$ cat config.mk
export PLATFORM = sky130hd
export DESIGN_NAME = serial_subtractor
export DESIGN_NICKNAME = d
export VERILOG_FILES = /design/src/rtl/serial_subtractor.sv
export SDC_FILE = /design/constraint.sdc
export NUM_CORES = 1
export LEC_CHECK = 0
export ABC_AREA = 1
export CORE_ASPECT_RATIO = 0.6
export CORE_MARGIN = 2
export CORE_UTILIZATION = 46
export DETAILED_ROUTE_END_ITERATION = 10
export GPL_TIMING_DRIVEN = 0
export PLACE_DENSITY = 0.85
export SLEW_MARGIN = 20
export SYNTH_ARGS = -nofsm -noshare
export SYNTH_HDL_FRONTEND = slang
export SYNTH_SLANG_ARGS = --single-unit
$ cat constraint.sdc
create_clock -name clk -period 1.3 [get_ports clk]
set_input_delay 0.26 -clock clk [delete_from_list [all_inputs] [get_ports clk]]
set_output_delay 0.26 -clock clk [all_outputs]
set_load 0.05 [all_outputs]
$ cat src/rtl/serial_subtractor.sv
// serial_subtractor: bit-serial A - B - Bin, one bit per clock, LSB first.
// A single full-subtractor cell is reused every SHIFT cycle; the borrow is
// carried between cycles in br_q. The result and flags are registered and
// hold from DONE until the next accepted start.
//
// Handshake: start is sampled only while busy=0 (IDLE); the edge that sees
// start=1 in IDLE is the accept edge and latches a, b and bin. busy stays
// high from that edge until DONE ends. done pulses high for exactly one
// cycle (the DONE state) when diff/bout/ovf/zero become valid. start is
// ignored while busy=1.
module serial_subtractor #(
  parameter int WIDTH = 8
) (
  input  logic             clk,
  input  logic             rst_n,
  input  logic             start,
  input  logic [WIDTH-1:0] a,
  input  logic [WIDTH-1:0] b,
  input  logic             bin,
  output logic             busy,
  output logic             done,
  output logic [WIDTH-1:0] diff,
  output logic             bout,
  output logic             ovf,
  output logic             zero,
  output logic [1:0]       dbg_state_o
);

  localparam int CNT_W = (WIDTH > 1) ? $clog2(WIDTH) : 1;

  typedef enum logic [1:0] {
    S_IDLE  = 2'd0,
    S_SHIFT = 2'd1,
    S_DONE  = 2'd2
  } state_e;

  state_e           state_q;
  logic [WIDTH-1:0] a_q;
  logic [WIDTH-1:0] b_q;
  logic [WIDTH-1:0] diff_q;
  logic [CNT_W-1:0] cnt_q;
  logic             br_q;
  logic             a_msb_q;
  logic             b_msb_q;
  logic             bout_q;
  logic             ovf_q;
  logic             zero_q;
  logic             busy_q;
  logic             done_q;

  logic             bit_x;
  logic             bit_y;
  logic             d_bit;
  logic             br_d;
  logic [WIDTH-1:0] diff_d;

  // Full-subtractor cell on the current operand LSBs and the shifted diff.
  always_comb begin
    bit_x  = a_q[0];
    bit_y  = b_q[0];
    d_bit  = bit_x ^ bit_y ^ br_q;
    br_d   = (~bit_x & bit_y) | (~(bit_x ^ bit_y) & br_q);
    diff_d = {d_bit, diff_q[WIDTH-1:1]};
  end

  // Control FSM plus datapath registers; all outputs come from flops.
  always_ff @(posedge clk or negedge rst_n) begin
    if (!rst_n) begin
      state_q <= S_IDLE;
      a_q     <= '0;
      b_q     <= '0;
      diff_q  <= '0;
      cnt_q   <= '0;
      br_q    <= 1'b0;
      a_msb_q <= 1'b0;
      b_msb_q <= 1'b0;
      bout_q  <= 1'b0;
      ovf_q   <= 1'b0;
      zero_q  <= 1'b0;
      busy_q  <= 1'b0;
      done_q  <= 1'b0;
    end else begin
      done_q <= 1'b0;
      case (state_q)
        S_IDLE: begin
          if (start) begin
            a_q     <= a;
            b_q     <= b;
            br_q    <= bin;
            cnt_q   <= '0;
            a_msb_q <= a[WIDTH-1];
            b_msb_q <= b[WIDTH-1];
            busy_q  <= 1'b1;
            state_q <= S_SHIFT;
          end
        end
        S_SHIFT: begin
          diff_q <= diff_d;
          a_q    <= a_q >> 1;
          b_q    <= b_q >> 1;
          br_q   <= br_d;
          cnt_q  <= cnt_q + 1'b1;
          if (cnt_q == CNT_W'(WIDTH - 1)) begin
            // Last bit: the cell's borrow-out and sum MSB give the flags.
            bout_q  <= br_d;
            ovf_q   <= (a_msb_q ^ b_msb_q) & (d_bit ^ a_msb_q);
            zero_q  <= (diff_d == '0);
            done_q  <= 1'b1;
            state_q <= S_DONE;
          end
        end
        S_DONE: begin
          busy_q  <= 1'b0;
          state_q <= S_IDLE;
        end
        default: begin
          busy_q  <= 1'b0;
          state_q <= S_IDLE;
        end
      endcase
    end
  end

  assign busy        = busy_q;
  assign done        = done_q;
  assign diff        = diff_q;
  assign bout        = bout_q;
  assign ovf         = ovf_q;
  assign zero        = zero_q;
  assign dbg_state_o = state_q;

endmodule
Word level (Yosys, flattened, before mapping):

Cells that the tools add are included.

* register bits after elaboration: 37
* input port bits: 20
* output and inout port bits: 15

* $add $sub $neg: 1
* eq/ne operators: 4
* muxes and demuxes: 15
* bitwise gates (word level): 11
* reductions and logical operators: 8

Operators with widths (number)
* case mux 8 bit (2 select lines): 2
* two-way mux 8 bit: 2
* AND reduction 2 bit: 5
* logical NOT 8 bit: 1
* case mux 3 bit (2 select lines): 1
* two-way mux 1 bit: 4
* two-way mux 2 bit: 2
* inequality test 2 bit (second input constant): 2
* case mux 1 bit (2 select lines): 2
* case mux 2 bit (2 select lines): 1
* bitwise XOR 1 bit: 4
* adder 3 x 1 -> 3 bit (second input constant): 1
* AND 1 bit: 3
* equality test 3 bit (second input constant): 1
* two-way mux 3 bit: 1
* NOT 1 bit: 3
* equality test 2 x 1 -> 1 bit (second input constant): 1
* logical NOT 2 bit: 1
* nonzero test 2 bit: 1
* bitwise OR 1 bit: 1

Depth between registers and ports, before layout:

* word-level depth: 5
* depth in mapped cells: 7
* gate-level depth less buffers: 7

Worst setup path after synthesis:

No wires, ideal clock.

* path kind: register to register
* start point: reg state_q[1] (netlist: dbg_state_o[1])
* end point: reg b_q[1]
* setup time: 117 ps
* data arrival time: 1250 ps
* data required time: 1183 ps
* path slack: -67 ps
* cell stages (with the launch flop): 7
* period minus slack after synthesis: 1367 ps
* cells stage by stage: dfrtp_1 -> inv_2 -> nand2_4 -> buf_2 -> nand2_1 -> nand3_1 -> nand2_1

* cells in the longest elaborated chain, start to end: 3

RTL lines
* start: declaration: line 37 `state_e state_q;`
* start signal: assignment: line 69 `state_q <= S_IDLE;`
* start signal: assignment: line 94 `state_q <= S_SHIFT;`
* start signal: assignment: line 109 `state_q <= S_DONE;`
* equality test 2 x 1 -> 1 bit or logical NOT 2 bit (tied branches): line 84 `case (state_q)`
* nonzero test 2 bit (no source line) or inequality test 2 bit (tied branches)
* AND reduction 2 bit (no source line)
* end signal: assignment: line 100 `b_q <= b_q >> 1;`
* end: declaration: line 39 `logic [WIDTH-1:0] b_q;`

Several ways; a longest one is shown, not always the timed one.
A chain may end at the register's enable or synchronous reset.

Final worst setup path:

* start point: reg b_q[0]
* end point: reg ovf_q (netlist: ovf)

* cells in the longest elaborated chain, start to end: 4

RTL lines
* bitwise XOR 1 bit (2 in a row): line 61 `d_bit = bit_x ^ bit_y ^ br_q;`
* named net d_bit: line 53 `logic d_bit;`
* bitwise XOR 1 bit: line 106 `ovf_q <= (a_msb_q ^ b_msb_q) & (d_bit ^ a_msb_q);`
* AND 1 bit: line 106
* end signal: assignment: line 106
* end: declaration: line 46 `logic ovf_q;`

The timed path passes the listed nets, and every way through them passes these cells.

==> results.tsv <==
metric	value	unit
ant_nets	0	
avgSynthCellArea	7.98	µm²
fin_worst_skew	5.58	ps
antenna_found_initial	0	
cts-root-buf	clkbuf_8	
path_max_fanout	4	
insertion_delay	290	ps
ir_worst_vdd	1.42	mV
synth_top_area_share	52.3	%
final_hold_viol_count	0	
die_h	52.1	µm
final_max_slew_viol_count	0	
synth_area	1770	µm²
drive_above_1_share	17.8	%
num_rows	17	
start_kind	register	
cts_buffer_depth	2	
setup_violations	2	
synth_most_common_cell	nand2_1	
grtUsageTotal	19.5	%
nets	291	
synthToLayoutAreaGrowth	29.6	%
antenna_cells	0	
stdcell_area	2300	µm²
tightestPinTransition	398	ps
synth-async-reset-ratio	100	%
io_pins	35	
cts_buffers	5	
io_buffers	34	
dieArea	4380	µm²
start_util	48.1	%
synth_ff_type	dfrtp_1	
finalPower	6120	µW
dr.pass1.iters	4	
required	1490	ps
ys_types	16	
pre_cts_slack	-184	ps
synth-edff-count	0	
rsz0062_at_grt	true	
criticalPathCategory	register to register	
clk_pin_slew	70	ps
synth_top_area_cell	dfrtp_1	
place_hpwl	2750	µm
arrival	1590	ps
grt_max_degree	23	
grt_pass1_vias	1442	
yosysWarnings	0	
synthTopCellsByArea	dfrtp_1 52%, nand2_1 15%, nand3_1 9.3%	
synth_common_cells	72 x nand2_1, 39 x inv_1, 37 x dfrtp_1, 33 x nand3_1, 10 x o21ai_0	
postSynthCellCount	222	
die_w	84.1	µm
via_count	1489	
violations	setup timing	
ys_seq_elements	37	
overflow	0	
fin_crit_sh	108	%
postPlaceCellArea	2200	µm²
tritoncts	built	
cts_sinks	37	
vias_per_cell	4.71	
relSlewSlack	73.4	%
cts_max_level	2	
core-area	3680	µm²
power_density	2670	nW/µm²
drt_wl_total	3760	µm
fin_ws	-106	ps
status	complete, but fails checks	
p_leak	0.00125	µW
syn_nets	245	
min_path_type	primary input to async pin	
routedWlPerCell	11.9	µm
first_iter_violations	102	
cap_violations	0	
ys_seq_area_share	52.3	%
worstSetupEndpointType	register	
hold-worst-slack	431	ps
min_period	1410	ps
grt_pass1_wl	6450	µm
setup_tns	-187	ps
drc	0	
place_congestion	0.761	
max_freq	711	MHz
report_power, final:
| part | leakage, µW | internal [µW] | switching (µW) |
|---|---|---|---|
| combinational | 0.000735 | 1040 | 2050 |
| clock | 0.0000585 | 625 | 392 |
| sequential | 0.000452 | 1680 | 328 |
| total | 0.00125 | 3350 | 2770 |
cell families after synthesis:
logic type      Yosys count  synth area share (%)
compound gates           16                  4.73
fa+ha+maj                 3                  2.54
buf+inv                  49                  12.1
flops                    37                  52.3
simple gates            117                  28.4
path summary, 6_finish.rpt:
check | slack, ps | from | cells after the start | endpoint
hold reg to reg | 480 | diff[0]$_DFFE_PN0P_ | 2 | diff[0]$_DFFE_PN0P_
setup / recovery | -110 | b_q[0]$_DFFE_PN0P_ | 5 | ovf$_DFFE_PN0P_
min in group clk | 480 | diff[0]$_DFFE_PN0P_ | 2 | diff[0]$_DFFE_PN0P_
setup reg to reg | -110 | b_q[0]$_DFFE_PN0P_ | 5 | ovf$_DFFE_PN0P_
max in group asynchronous | 420 | rst_n | 3 | dbg_state_o[0]$_DFFE_PN0P_
hold / removal | 430 | rst_n | 2 | diff[3]$_DFFE_PN0P_
layout make-up:
type	count	area, µm²
Clock inverter	1	30.0
Clock buffer	7	86.3
Fill cell	319	1380
Timing Repair Buffer	39	339
Buffer	8	57.6
Multi-Input combinational cell	136	639
Sequential cell	37	928
Tap cell	47	58.8
Inverter	41	156
metrics by stage:
step,util [%],std cells
after global routing,62.4,316
after CTS,62.6,315
final,62.4,316
after global placement,59.1,303
after detailed placement,59.7,304
after floorplan,-,222
critical path, cell delays in order, from the launching register on:
cell and delay (ps):
dfrtp_1 370, inv_2 50, fa_2 630, o21ai_1 110
nand3_1 100, nand2_1 50
repair_timing:
| action | in CTS | in global routing |
|---|---|---|
| cloned | 0 | 0 |
| endpoints found under the hold margin | 15 | 0 |
| setup endpoints to repair | 17 | 8 |
| setup buffers | 2 | 1 |
| hold buffers | 1 | 0 |
| resized for setup | 66 | 9 |
| pin swaps | 0 | 4 |
state kept, by name (all words and copies together) (netlist names):
name / count
a_q: 8
b_q: 8
diff: 8
cnt_q: 3
dbg_state_o: 2
a_msb_q: 1
b_msb_q: 1
bout: 1
br_q: 1
busy: 1
done: 1
ovf: 1
zero: 1
layout by cell type (no fill, tap or decap), types with 3 or more instances in the layout:
| cell | instances |
|---|---|
| nor2_1 | 9 |
| nand3_1 | 33 |
| inv_1 | 37 |
| nand2_4 | 3 |
| buf_4 | 5 |
| nand2_1 | 70 |
| o21ai_0 | 9 |
| dfrtp_1 | 35 |
| clkdlybuf4s15_2 | 3 |
| clkbuf_8 | 6 |
| clkdlybuf4s50_1 | 18 |
| o21ai_1 | 6 |
| buf_2 | 17 |
| inv_2 | 3 |
metal layers:
metal	wire length [µm]	track usage, %	share of wire (%)	vias up
met2	1660	28.3	44	39
met5	0	0	0	-
met3	221	5.56	5.9	10
met4	68	10.2	1.8	0
met1	1810	26.8	48	672
li1	-	-	-	768
Power figures use the tool's default switching activity.
